<file path="src/rtl/lcd_hd44780_ctrl.sv">
// HD44780 4-bit LCD controller: self-timed power-up init, host byte interface
// over valid/ready, cursor tracking with optional automatic line wrap.
module lcd_hd44780_ctrl #(
  parameter int CLK_HZ    = 1000000,
  parameter int ROWS      = 2,
  parameter int COLS      = 16,
  parameter int EN_CYCLES = 1,
  parameter int AUTOWRAP  = 1
) (
  input  logic       clk,
  input  logic       reset_n,
  input  logic       wr_valid,
  output logic       wr_ready,
  input  logic       wr_rs,
  input  logic [7:0] wr_data,
  output logic       init_done,
  output logic [1:0] cursor_row,
  output logic [5:0] cursor_col,
  output logic       lcd_en,
  output logic       lcd_rs,
  output logic [3:0] lcd_data
);
  function automatic logic [31:0] cyc(input longint us);
    longint c;
    c = (longint'(CLK_HZ) * us + longint'(999999)) / longint'(1000000);
    return (c < 1) ? 32'd1 : 32'(c);
  endfunction

  localparam logic [31:0] T_PWR   = cyc(40000);
  localparam logic [31:0] T_5MS   = cyc(5000);
  localparam logic [31:0] T_200   = cyc(200);
  localparam logic [31:0] T_S     = cyc(50);
  localparam logic [31:0] T_L     = cyc(2000);
  localparam logic [31:0] EN_CNT  = 32'(EN_CYCLES);
  localparam logic [31:0] NIB_END = 32'(EN_CYCLES + 1);
  localparam logic [5:0]  COL_MAX = 6'(COLS);
  localparam logic [5:0]  COL_LST = 6'(COLS - 1);
  localparam logic [1:0]  ROW_LST = 2'(ROWS - 1);
  localparam logic [7:0]  COLS8   = 8'(COLS);
  localparam logic [7:0]  FUNCSET = (ROWS > 1) ? 8'h28 : 8'h20;

  function automatic logic [6:0] row_base(input logic [1:0] r);
    case (r)
      2'd0:    return 7'h00;
      2'd1:    return 7'h40;
      2'd2:    return 7'h14;
      default: return 7'h54;
    endcase
  endfunction

  // Steps 0..3 are single nibbles (value in the low half), 4..7 are full bytes.
  function automatic logic [7:0] init_byte(input logic [2:0] s);
    case (s)
      3'd0, 3'd1, 3'd2: return 8'h03;
      3'd3:             return 8'h02;
      3'd4:             return FUNCSET;
      3'd5:             return 8'h0C;
      3'd6:             return 8'h06;
      default:          return 8'h01;
    endcase
  endfunction

  function automatic logic [31:0] init_wait(input logic [2:0] s);
    case (s)
      3'd0:       return T_5MS;
      3'd1, 3'd2: return T_200;
      3'd7:       return T_L;
      default:    return T_S;
    endcase
  endfunction

  typedef enum logic [2:0] {S_PWRUP, S_IDLE, S_LOAD, S_HI, S_LO, S_WAIT} state_t;

  state_t      state_q, state_d;
  logic [31:0] cnt_q, cnt_d, wait_q, wait_d;
  logic [2:0]  step_q, step_d, nstep;
  logic [7:0]  byte_q, byte_d, ib, addr, off, base_a;
  logic [31:0] iw;
  logic        brs_q, brs_d, wrap_q, wrap_d, done_q, done_d, nrs_q, nrs_d, launch;
  logic [1:0]  row_q, row_d;
  logic [5:0]  col_q, col_d;
  logic [3:0]  nib_q, nib_d;

  // Handshake: wr_ready is high only in IDLE; a byte transfers on the clock edge
  // where wr_valid && wr_ready, and the host holds wr_valid/wr_rs/wr_data until then.
  always_comb begin
    state_d = state_q;
    cnt_d   = cnt_q;
    wait_d  = wait_q;
    step_d  = step_q;
    byte_d  = byte_q;
    brs_d   = brs_q;
    wrap_d  = wrap_q;
    done_d  = done_q;
    row_d   = row_q;
    col_d   = col_q;
    nib_d   = nib_q;
    nrs_d   = nrs_q;
    launch  = 1'b0;
    nstep   = (state_q == S_PWRUP) ? 3'd0 : step_q + 3'd1;
    ib      = init_byte(nstep);
    iw      = init_wait(nstep);
    addr    = {1'b0, wr_data[6:0]};
    off     = 8'd0;
    base_a  = 8'd0;
    wr_ready = (state_q == S_IDLE);
    lcd_en   = ((state_q == S_HI) || (state_q == S_LO)) && (cnt_q != 32'd0) && (cnt_q <= EN_CNT);
    case (state_q)
      S_PWRUP: begin
        cnt_d = cnt_q + 32'd1;
        if (cnt_q == T_PWR - 32'd1) launch = 1'b1;
      end
      S_IDLE: if (wr_valid) begin
        byte_d  = wr_data;
        brs_d   = wr_rs;
        wait_d  = (!wr_rs && (wr_data == 8'h01 || wr_data == 8'h02 || wr_data == 8'h03)) ? T_L : T_S;
        state_d = S_LOAD;
        if (wr_rs) begin
          if (col_q < COL_MAX) col_d = col_q + 6'd1;
          if (AUTOWRAP != 0 && col_q == COL_LST) wrap_d = 1'b1;
        end else if (wr_data == 8'h01 || wr_data == 8'h02 || wr_data == 8'h03) begin
          row_d = 2'd0;
          col_d = 6'd0;
        end else if (wr_data[7]) begin
          // Descending scan so the lowest matching row wins on overlapping ranges.
          for (int r = ROWS - 1; r >= 0; r--) begin
            base_a = {1'b0, row_base(2'(r))};
            off    = addr - base_a;
            if (addr >= base_a && off < COLS8) begin
              row_d = 2'(r);
              col_d = off[5:0];
            end
          end
        end
      end
      S_LOAD: begin
        state_d = S_HI;
        cnt_d   = 32'd0;
        nib_d   = byte_q[7:4];
        nrs_d   = brs_q;
      end
      S_HI: begin
        cnt_d = cnt_q + 32'd1;
        if (cnt_q == NIB_END) begin
          state_d = S_LO;
          cnt_d   = 32'd0;
          nib_d   = byte_q[3:0];
        end
      end
      S_LO: begin
        cnt_d = cnt_q + 32'd1;
        if (cnt_q == NIB_END) begin
          state_d = S_WAIT;
          cnt_d   = 32'd0;
        end
      end
      S_WAIT: begin
        cnt_d = cnt_q + 32'd1;
        if (cnt_q == wait_q - 32'd1) begin
          cnt_d = 32'd0;
          if (!done_q) begin
            if (step_q == 3'd7) begin
              done_d  = 1'b1;
              state_d = S_IDLE;
            end else begin
              launch = 1'b1;
            end
          end else if (wrap_q) begin
            wrap_d  = 1'b0;
            row_d   = (row_q == ROW_LST) ? 2'd0 : row_q + 2'd1;
            col_d   = 6'd0;
            byte_d  = {1'b1, row_base(row_d)};
            brs_d   = 1'b0;
            wait_d  = T_S;
            state_d = S_HI;
            nib_d   = byte_d[7:4];
            nrs_d   = 1'b0;
          end else begin
            state_d = S_IDLE;
          end
        end
      end
      default: state_d = S_PWRUP;
    endcase
    if (launch) begin
      step_d = nstep;
      byte_d = ib;
      brs_d  = 1'b0;
      wait_d = iw;
      cnt_d  = 32'd0;
      nrs_d  = 1'b0;
      if (nstep < 3'd4) begin
        state_d = S_LO;
        nib_d   = ib[3:0];
      end else begin
        state_d = S_HI;
        nib_d   = ib[7:4];
      end
    end
  end

  always_ff @(posedge clk or negedge reset_n) begin
    if (!reset_n) begin
      state_q <= S_PWRUP;
      cnt_q   <= 32'd0;
      wait_q  <= 32'd0;
      step_q  <= 3'd0;
      byte_q  <= 8'd0;
      brs_q   <= 1'b0;
      wrap_q  <= 1'b0;
      done_q  <= 1'b0;
      row_q   <= 2'd0;
      col_q   <= 6'd0;
      nib_q   <= 4'd0;
      nrs_q   <= 1'b0;
    end else begin
      state_q <= state_d;
      cnt_q   <= cnt_d;
      wait_q  <= wait_d;
      step_q  <= step_d;
      byte_q  <= byte_d;
      brs_q   <= brs_d;
      wrap_q  <= wrap_d;
      done_q  <= done_d;
      row_q   <= row_d;
      col_q   <= col_d;
      nib_q   <= nib_d;
      nrs_q   <= nrs_d;
    end
  end

  assign init_done  = done_q;
  assign cursor_row = row_q;
  assign cursor_col = col_q;
  assign lcd_rs     = nrs_q;
  assign lcd_data   = nib_q;
endmodule
</file>
<file path="config.mk">
export PLATFORM = sky130hd
export DESIGN_NAME = lcd_hd44780_ctrl
export DESIGN_NICKNAME = d
export VERILOG_FILES = /design/src/rtl/lcd_hd44780_ctrl.sv
export SDC_FILE = /design/constraint.sdc
export NUM_CORES = 1
export LEC_CHECK = 0
export CAP_MARGIN = 25
export CORE_UTILIZATION = 50
export DETAILED_ROUTE_END_ITERATION = 8
export PLACE_DENSITY = 0.69
export SKIP_LAST_GASP = 1
export SYNTH_ARGS = -nofsm -noshare
export SYNTH_HDL_FRONTEND = slang
export SYNTH_SLANG_ARGS = --single-unit
</file>
<file path="constraint.sdc">
create_clock -name clk -period 5.9 [get_ports clk]
set_clock_uncertainty 0.2 [all_clocks]
set_input_delay 1.475 -clock clk [delete_from_list [all_inputs] [get_ports clk]]
set_output_delay 1.475 -clock clk [all_outputs]
set_load 0.01 [all_outputs]
</file>
==> reports/qor.csv, run 1 <==
stage,metric,value,unit
status,outcome,finished clean,
route,detailedRoute.firstPassIterationCount,5,
route,detail_route.iter0.violations,452,
clocking,tritoncts_clock_tree,built,
cells_and_area,design.final.nets,591,
critical_path,setup.worst_path.end_class,register,
clocking,postCtsSetupRepairBufs,0,
clocking,root_buffer,clkbuf_8,
synth,syn_area_per_cell,8.32,um^2
cells_and_area,mostFrequentLayoutCells,"dfrtp_1 (70), nor2_1 (69), nand2_1 (60)",
clocking,cts_inserted_buffers,9,
clocking,cts-resized-gates,0,
global_route,global_route_wire_length_before_repair,20.8,mm
route,route.final.wire_length,12.4,mm
pwr,leakage,2.14,nW
synth,synth_sequential_area_ratio,37.2,%
critical_path,crit_path_top_delay_cell,nand2_1,
clocking,clock_pin_slew_reported_for_the_worst_setup_and_hold_paths_after_clock_tree_synthesis,80,ps
global_route,total_routing_usage_gr,26.8,%
critical_path,critical_path_required,5880,ps
critical_path,cp_slowest_stage_delay,740,ps
floorplanning,design.core.area,9200,um^2
synth,netlist_instances,566,
cells_and_area,n_antenna_cell,0,
sta,layout_min_cycle_time,4610,ps
placed_design,placed_cell_area,4960,um^2
critical_path,cp_cell_sequence,"or4_4, nor3_1, ha_1, xor2_1, o2111ai_1, or4_1, nor4_2, nand4b_1, o2bb2a_2, nand2_1, o211ai_1",
cells_and_area,flow.area_growth_from_synthesis,9.91,%
critical_path,timing.critical_path.buf_inv,0,
critical_path,worstSetupPathType,reg -> reg,
placed_design,gp_routability_congestion,0.920,
sta,timing.final.hold_violations,0,
clocking,clock_sinks,70,
sta,fmaxAchievable,217,MHz
clocking,h_tree_level_count,3,
sta,final_critical_path_setup_slack,1290,ps
placed_design,placement.io_buffers,27,
sta,worst_slew_pin_slew,983,ps
sta,rsz0062_at_grt,no,
synth,synth-edff-count,0,
cells_and_area,post_layout_nonfiller_instances,685,
floorplanning,num_rows,35,
sta,hold_slack,294,ps
route,avgViaCountPerCell,6.38,
synth,post_synth_num_cell_types,66,
synth,syn-cell-area,4710,um^2
critical_path,crit_fanout,29,
floorplanning,die_area,9810,um^2
placed_design,dp_hpwl,9.01,mm
run,cap_viol_max_count,0,
sta,final-max-slew-violation-count,0,
critical_path,worst_setup_path_start_kind,register,
critical_path,arr_time_crit_path,4600,ps
cells_and_area,drive_gt1_share,6.45,%
pwr,power.density_cell_area,183,nW/um^2
synth,yosys_warnings,0,
sta,timing.max_slew.rel_slack,34.3,%
critical_path,top_delay_family_on_crit_path,simple AND/OR/NAND/NOR gates,
placed_design,post-place-cells,670,
sta,setup_total_negative_slack,0,ps
cells_and_area,most_common_cell_after_layout_fill_and_taps_aside,dfrtp_1,
global_route,grt_overflow_total,0,
global_route,grt_max_degree,37,
route,antenna_left,0,
pwr,worst_vdd_rail_ir_drop,0.000109,V
floorplanning,die_height,99.1,um
global_route,number_of_global_route_vias_before_repair,4136,
floorplanning,die_w,99.1,um
floorplanning,initial_core_util,51.2,%
synth,total_nets_after_synthesis,587,
hold_path,hold_path.class,reg -> reg,
placed_design,detailedPlace.worstSlack,1280,ps
floorplanning,io_pins,28,
sta,layout_worst_path_cycle_share,78.2,%
synth,ys_ff_latch,70,
route,num_vias,4373,
cells_and_area,stdcell_area,5180,um^2
route,post_drt_wl_per_cell,18.1,um
synth,synth_async_sr_flop_share,100,%
route,drt_drc_violations_left,0,
clocking,clkLatencyLatePin,350,ps
sta,setup_violations,0,
clocking,cts-hold-fix-buffers,0,
synth,dominantRegCellSynth,dfrtp_1,
clocking,cts-root-to-sink-buffers,2,
global_route,initial_antenna_violation_count,0,
-- logic make-up after synthesis --
family / synth area share (%)
adder cells (fa/ha/maj): 2.39
XOR/XNOR: 5.95
AND/OR/NAND/NOR: 31.4
buffers and inverters: 4.83
AO/OA/AOI/OAI: 15.4
multiplexers: 2.92
flip-flops: 37.2
-- report_power, final --
group	total, mW	switching [mW]	leakage, nW	internal [mW]
Sequential	0.481	0.00109	0.914	0.480
Clock	0.438	0.190	0.105	0.248
Combinational	0.0283	0.0173	1.13	0.0111
Total	0.948	0.209	2.14	0.739
-- worst paths after layout --
path | startpoint | endpoint | slack, ps | cells past startpoint
worst max-delay path | wait_q[5]$_DFFE_PN0P_ | cnt_q[10]$_DFFE_PN0P_ | 1290 | 11
worst min-delay path | step_q[2]$_DFFE_PN0N_ | step_q[2]$_DFFE_PN0N_ | 290 | 2
worst max register to register | wait_q[5]$_DFFE_PN0P_ | cnt_q[10]$_DFFE_PN0P_ | 1290 | 11
worst min register to register | step_q[2]$_DFFE_PN0N_ | step_q[2]$_DFFE_PN0N_ | 290 | 2
max in group asynchronous | reset_n | lcd_rs$_DFFE_PN0P_ | 3510 | 2
min in group asynchronous | reset_n | cnt_q[27]$_DFFE_PN0P_ | 1020 | 1
-- cell usage after synthesis (7+ instances only) --
cell	count	area share (%)
nor3_1	23	2.4
inv_1	13	1.0
and3_1	8	1.1
nand2b_1	10	1.3
or4_1	8	1.3
dfrtp_1	70	37
nor2_1	69	5.5
xor2_1	22	4.1
clkbuf_1	27	2.2
xnor2_1	10	1.9
nor4_1	10	1.3
o21ai_0	22	2.3
a21oi_1	18	1.9
nand2_1	60	4.8
mux2i_1	7	1.5
nand3_1	26	2.8
nand4_1	29	3.9
nor2b_1	7	0.93
ha_1	9	2.4
-- cell type report --
| class | instances | area (um^2) |
|---|---|---|
| Timing Repair Buffer | 30 | 285 |
| Clock inverter | 5 | 83.8 |
| Multi-Input combinational cell | 446 | 2730 |
| Tap cell | 111 | 139 |
| Sequential cell | 70 | 1750 |
| Inverter | 13 | 48.8 |
| Clock buffer | 10 | 138 |
| Fill cell | 855 | 4020 |
-- layer usage --
metal	wire length (um)	GRT usage, %	vias to the layer above	part of all wire [%]
li1	-	-	2051	-
met4	318	10.5	0	2.6
met3	1000	5.82	41	8.1
met2	5510	39.2	200	44
met5	0	0	-	0
met1	5580	38.8	2081	45
-- metrics by stage --
| stage | util [%] | power, mW |
|---|---|---|
| final | 56.3 | 0.948 |
| after global routing | 56.3 | 0.982 |
| after CTS | 56.3 | 0.958 |
| after detailed placement | 53.9 | 0.520 |
| after global placement | 53.8 | 0.519 |
| after floorplan | - | 0.497 |
-- flip-flops by register name, indices dropped and copies added (netlist names), 2 cells and up --
name and cells:
cnt_q 32, byte_q 8, wait_q 8, cursor_col 6, lcd_data 4, state_q 3
step_q 3, cursor_row 2
-- worst reg2reg max path: stages (launching register included) --
cell and delay (ps):
dfrtp_1 500, or4_4 610, nor3_1 200, ha_1 270, xor2_1 130, o2111ai_1 140, or4_1 560, nor4_2 330
nand4b_1 210, o2bb2a_2 360, nand2_1 740, o211ai_1 220
Note: power is estimated with default switching activity, not from simulation.
==> inputs of run 2 (changes only) <==
--- a/config.mk
+++ b/config.mk
@@ -8,7 +8,7 @@
 export CAP_MARGIN = 25
 export CORE_UTILIZATION = 50
 export DETAILED_ROUTE_END_ITERATION = 8
-export PLACE_DENSITY = 0.69
+export PLACE_DENSITY = 0.71
 export SKIP_LAST_GASP = 1
 export SYNTH_ARGS = -nofsm -noshare
 export SYNTH_HDL_FRONTEND = slang
==> constraint.sdc (replaced) <==
create_clock -name clk -period 4 [get_ports clk]
set_clock_uncertainty 0.2 [all_clocks]
set_input_delay 1 -clock clk [delete_from_list [all_inputs] [get_ports clk]]
set_output_delay 1 -clock clk [all_outputs]
set_load 0.01 [all_outputs]
==> reports/qor.csv, run 2 (synthesis gave the netlist of run 1 again) <==
stage,metric,value,unit
hold_path,worst_hold_path.num_cells,2,
route,post_drt_wl_per_cell,18.3,um
clocking,h_tree_level_count,3,
placed_design,detailedPlace.worstSlack,88.6,ps
clocking,clock_sinks,70,
route,drt_drc_violations_left,0,
cells_and_area,post_layout_nonfiller_instances,708,
sta,rsz0062_at_grt,yes,
clocking,clock_pin_slew_reported_for_the_worst_setup_and_hold_paths_after_clock_tree_synthesis,90,ps
sta,worst_slew_pin_slew,905,ps
floorplanning,num_rows,35,
cells_and_area,n_antenna_cell,0,
critical_path,worst_setup_path_start_kind,register,
critical_path,crit_fanout,4,
clocking,cts-hold-fix-buffers,0,
critical_path,top_delay_family_on_crit_path,simple AND/OR/NAND/NOR gates,
placed_design,post-place-cells,691,
hold_path,hold_end,step_q[2]$_DFFE_PN0N_,
cells_and_area,drive_gt1_share,10.9,%
critical_path,worstReg2RegStart,wait_q[5]$_DFFE_PN0P_,
cells_and_area,top_register,cnt_q,
sta,timing.max_slew.rel_slack,39.3,%
route,detail_route.iter0.violations,396,
route,route.final.wire_length,12.9,mm
floorplanning,initial_core_util,51.2,%
status,outcome,finished clean,
floorplanning,die_height,99.1,um
critical_path,worstSetupPathType,reg -> reg,
critical_path,arr_time_crit_path,3920,ps
global_route,global_route_wire_length_before_repair,21.6,mm
sta,setup_violations,0,
clocking,cts_inserted_buffers,9,
pwr,power.density_cell_area,253,nW/um^2
route,avgViaCountPerCell,6.30,
pwr,worst_vdd_rail_ir_drop,0.000157,V
floorplanning,design.core.area,9200,um^2
route,num_vias,4458,
cells_and_area,mostFrequentLayoutCells,"dfrtp_1 (70), nor2_1 (69), nand2_1 (60)",
floorplanning,io_pins,28,
critical_path,setup.worst_path.end_class,register,
sta,hold_slack,298,ps
critical_path,cp_cell_sequence,"or4_4, nor3_1, ha_1, xor2_1, o2111ai_1, or4_1, nor4b_2, nand4_1, a21bo_1, or4b_1, nand3_1",
hold_path,hold_path.class,reg -> reg,
cells_and_area,largestRegisters,"cnt_q: 32 flops, byte_q: 8 flops, wait_q: 8 flops",
hold_path,hp-start,step_q[2]$_DFFE_PN0N_,
global_route,number_of_global_route_vias_before_repair,4347,
global_route,total_routing_usage_gr,28.1,%
cells_and_area,most_common_cell_after_layout_fill_and_taps_aside,dfrtp_1,
critical_path,critical_path_required,4090,ps
global_route,grt_overflow_total,0,
critical_path,worst-r2r-setup-slack,170,ps
placed_design,dp_hpwl,9.60,mm
floorplanning,die_area,9810,um^2
pwr,totalPowerFinal,1.36,mW
sta,layout_worst_path_cycle_share,95.7,%
run,cap_viol_max_count,0,
global_route,grt_max_degree,71,
critical_path,r2r.worst_path.cells,11,
critical_path,crit_path_top_delay_cell,or4_4,
sta,final_critical_path_setup_slack,173,ps
route,antenna_left,0,
placed_design,placement.io_buffers,27,
clocking,clkLatencyLatePin,360,ps
critical_path,cp_slowest_stage_delay,570,ps
global_route,grt_util_met1,40.0,%
sta,fmaxAchievable,261,MHz
clocking,root_buffer,clkbuf_8,
sta,layout_min_cycle_time,3830,ps
sta,timing.final.hold_violations,0,
sta,final-max-slew-violation-count,0,
floorplanning,die_w,99.1,um
critical_path,timing.critical_path.buf_inv,0,
global_route,initial_antenna_violation_count,0,
global_route,grt.met3_usage,4.54,%
pwr,leakage,2.25,nW
route,detailedRoute.firstPassIterationCount,5,
critical_path,worst_r2r_endpoint,cursor_col[3]$_DFFE_PN0P_,
cells_and_area,largest_register_ffs,32,
global_route,top_usage_layer_grt,met2,
placed_design,gp_routability_congestion,0.917,
clocking,cts-root-to-sink-buffers,2,
global_route,grt_use_met2,43.8,%
cells_and_area,design.final.nets,613,
cells_and_area,flow.area_growth_from_synthesis,13.9,%
clocking,tritoncts_clock_tree,built,
## run 2: changes by cell type in the layout (fill, tap and decap cells not counted), sizes merged
cell | before | now
buf | 4 | 26
inv | 13 | 14
bufinv | 2 | 1
clkinvlp | 2 | 3
## run 2: worst max-delay path by stage
stage | startpoint | endpoint | cells past startpoint | slack (ps)
finish | wait_q[5]$_DFFE_PN0P_ | cursor_col[3]$_DFFE_PN0P_ | 11 | 170
global route | wait_q[5]$_DFFE_PN0P_ | cursor_col[3]$_DFFE_PN0P_ | 11 | -2
CTS | wait_q[5]$_DFFE_PN0P_ | cursor_col[3]$_DFFE_PN0P_ | 11 | 60
detailed placement | wait_q[5]$_DFFE_PN0P_ | cursor_col[3]$_DFFE_PN0P_ | 11 | 90
global placement | wait_q[5]$_DFFE_PN0P_ | lcd_data[2]$_DFFE_PN0P_ | 11 | 150
floorplan | wait_q[5]$_DFFE_PN0P_ | cnt_q[18]$_DFFE_PN0P_ | 15 | 170
## run 2: per-stage QoR
stage / setup TNS (ps) / instance area, um^2 / utilization (%)
4_1_cts: 0 / 5320 / 57.9
3_5_place_dp: 0 / 5120 / 55.6
5_1_grt: -2.15 / 5370 / 58.4
3_3_place_gp: 0 / 5120 / 55.6
2_1_floorplan: 0 / 4710 / -
6_report: 0 / 5370 / 58.4
## run 2: layout make-up
| class | count | area (um^2) |
|---|---|---|
| fill | 862 | 3830 |
| multi-input combinational | 446 | 2760 |
| inverter | 13 | 48.8 |
| tap | 111 | 139 |
| clock inverter | 6 | 70.1 |
| clock buffer | 10 | 138 |
| timing repair buffer | 52 | 457 |
| sequential | 70 | 1750 |
## run 2: layer usage
layer / part of all wire, % / wire length, um
met5: 0 / 0
met1: 47 / 6030
met2: 45 / 5880
met3: 6.2 / 806
met4: 1.7 / 221
## run 2: worst min-delay path: stages, from the launching register on
cell and delay, ps:
dfrtp_1 360, nand2_1 50, nand2_1 50
## run 2: repair_timing
item,4_1_cts,5_1_grt
endpoints found under the setup margin,0,49
buffers inserted,0,1
gates resized for setup,0,8
## run 2: where the power goes
part | switching [mW] | internal [mW] | total (mW)
Combinational | 0.0251 | 0.0163 | 0.0414
Clock | 0.299 | 0.308 | 0.608
Sequential | 0.00158 | 0.708 | 0.710
==> inputs of run 3 (changes only) <==
--- a/config.mk
+++ b/config.mk
@@ -6,6 +6,8 @@
 export NUM_CORES = 1
 export LEC_CHECK = 0
 export CAP_MARGIN = 25
+export CORE_ASPECT_RATIO = 0.5
+export CORE_MARGIN = 4
 export CORE_UTILIZATION = 50
 export DETAILED_ROUTE_END_ITERATION = 8
 export PLACE_DENSITY = 0.71
==> reports/qor.csv, run 3 (synthesis gave the netlist of run 1 again) <==
stage,metric,value,unit
status,outcome,finished clean,
cells_and_area,stdcell_area,5510,um^2
route,avgViaCountPerCell,6.27,
critical_path,path_depth,12,
sta,timing.final.hold_violations,0,
sta,final_critical_path_setup_slack,104,ps
clocking,clock_sinks,70,
critical_path,worst_setup_path_start_kind,register,
critical_path,timing.critical_path.mode_cell,or4_4,
critical_path,r2r.worst_path.cells,12,
cells_and_area,design.final.nets,612,
hold_path,worst_hold_path.num_cells,2,
floorplanning,die_height,76.6,um
clocking,cts_inserted_buffers,9,
cells_and_area,flow.area_growth_from_synthesis,16.9,%
critical_path,crit_fanout,17,
clocking,h_tree_level_count,3,
clocking,root_buffer,clkbuf_16,
cells_and_area,postLayoutCoreUtil,61.5,%
critical_path,cp_slowest_stage_delay,580,ps
global_route,grt_use_met2,36.5,%
sta,timing.max_slew.rel_slack,39.8,%
cells_and_area,mostFrequentLayoutCells,"dfrtp_1 (70), nor2_1 (69), nand2_1 (60)",
route,drt_drc_violations_left,0,
run,cap_viol_max_count,0,
cells_and_area,most_common_cell_after_layout_fill_and_taps_aside,dfrtp_1,
critical_path,top_delay_family_on_crit_path,simple AND/OR/NAND/NOR gates,
placed_design,gp_routability_congestion,0.942,
hold_path,hold_path.class,reg -> reg,
clocking,cts-root-to-sink-buffers,2,
floorplanning,num_rows,24,
critical_path,arr_time_crit_path,3910,ps
global_route,grt.met3_usage,6.30,%
critical_path,setup.worst_path.end_class,register,
sta,setup_violations,0,
sta,hold_slack,288,ps
pwr,totalPowerFinal,1.56,mW
global_route,global_route_wire_length_before_repair,21.7,mm
sta,layout_min_cycle_time,3900,ps
global_route,number_of_global_route_vias_before_repair,4202,
pwr,worst_vdd_rail_ir_drop,0.000200,V
route,detailedRoute.firstPassIterationCount,6,
critical_path,timing.critical_path.buf_inv,1,
cells_and_area,largestRegisters,"cnt_q: 32 flops, byte_q: 8 flops, wait_q: 8 flops",
global_route,initial_antenna_violation_count,0,
cells_and_area,regArea,1750,um^2
placed_design,post-place-cells,696,
sta,setup_total_negative_slack,0,ps
floorplanning,io_pins,28,
global_route,total_routing_usage_gr,23.7,%
sta,final-max-slew-violation-count,0,
clocking,clkLatencyLatePin,340,ps
sta,layout_worst_path_cycle_share,97.4,%
clocking,clock_pin_slew_reported_for_the_worst_setup_and_hold_paths_after_clock_tree_synthesis,50,ps
global_route,grt_util_met1,32.7,%
sta,fmaxAchievable,257,MHz
clocking,tritoncts_clock_tree,built,
pwr,power.density_cell_area,284,nW/um^2
floorplanning,die_area,11100,um^2
cells_and_area,layout.filler_cells,814,
placed_design,placed_cell_area,5130,um^2
critical_path,crit_path_top_delay_cell,or4_4,
cells_and_area,drive_gt1_share,10.9,%
pwr,leakage,2.30,nW
cells_and_area,top_register,cnt_q,
floorplanning,die_w,145,um
floorplanning,design.core.area,8950,um^2
route,antenna_left,0,
cells_and_area,total_area_of_multi_input_combinational_cells,2800,um^2
global_route,top_usage_layer_grt,met2,
floorplanning,initial_core_util,52.6,%
sta,rsz0062_at_grt,yes,
sta,worst_slew_pin_slew,903,ps
route,post_drt_wl_per_cell,17.9,um
cells_and_area,post_layout_nonfiller_instances,713,
route,detail_route.iter0.violations,573,
placed_design,dp_hpwl,9.30,mm
global_route,grt_max_degree,71,
placed_design,placement.io_buffers,27,
critical_path,cp_cell_sequence,"or4_4, nor3_1, ha_1, xor2_2, o2111ai_2, or4_4, nor4_4, nand4b_1, o2bb2a_2, nand2_1, buf_12, o211ai_1",
route,route.final.wire_length,12.8,mm
global_route,grt_overflow_total,0,
cells_and_area,n_antenna_cell,0,
critical_path,critical_path_required,4020,ps
placed_design,detailedPlace.worstSlack,91.7,ps
cells_and_area,largest_register_ffs,32,
critical_path,worstSetupPathType,reg -> reg,
route,num_vias,4473,
## run 3: timing repair
| action | in CTS | in global routing |
|---|---|---|
| resized for setup | 0 | 13 |
| endpoints found under the setup margin | 0 | 54 |
| hold buffers | 0 | 0 |
| setup buffers | 0 | 1 |
## run 3: final timing paths
check | from | endpoint | slack [ps]
worst max-delay path | wait_q[5]$_DFFE_PN0P_ | cnt_q[14]$_DFFE_PN0P_ | 100
worst min-delay path | step_q[1]$_DFFE_PN0N_ | step_q[1]$_DFFE_PN0N_ | 290
worst max register to register | wait_q[5]$_DFFE_PN0P_ | cnt_q[14]$_DFFE_PN0P_ | 100
worst min register to register | step_q[1]$_DFFE_PN0N_ | step_q[1]$_DFFE_PN0N_ | 290
max in group asynchronous | reset_n | cnt_q[17]$_DFFE_PN0P_ | 2410
min in group asynchronous | reset_n | cursor_col[0]$_DFFE_PN0P_ | 560
## run 3: report_power, final
group / switching, mW / internal [mW] / leakage, nW
Combinational: 0.0247 / 0.0159 / 1.24
Clock: 0.295 / 0.516 / 0.146
Sequential: 0.00163 / 0.710 / 0.914
Total: 0.321 / 1.24 / 2.30
## run 3: layout make-up
| type | instances | share of cell area [%] |
|---|---|---|
| inverters | 13 | 0.886 |
| flip-flops and latches | 70 | 31.8 |
| well taps | 117 | 2.66 |
| clock inverters | 3 | 0.773 |
| multi-input cells | 446 | 50.8 |
| clock buffers | 13 | 4.73 |
| repair buffers | 51 | 8.36 |
## run 3: worst register-to-register path: stages, from the launching register on
cell and delay, ps:
dfrtp_1 370, or4_4 570, nor3_1 220, ha_1 290
xor2_2 140, o2111ai_2 150, or4_4 580, nor4_4 240
nand4b_1 220, o2bb2a_2 370, nand2_1 150, buf_12 160
o211ai_1 100
## run 3: layer usage
layer  up-vias  part of all wire, %
met1      2159                   45
met2       191                   45
met3        24                  8.8
met5         -                    0
met4         0                  1.7
li1       2099                    -
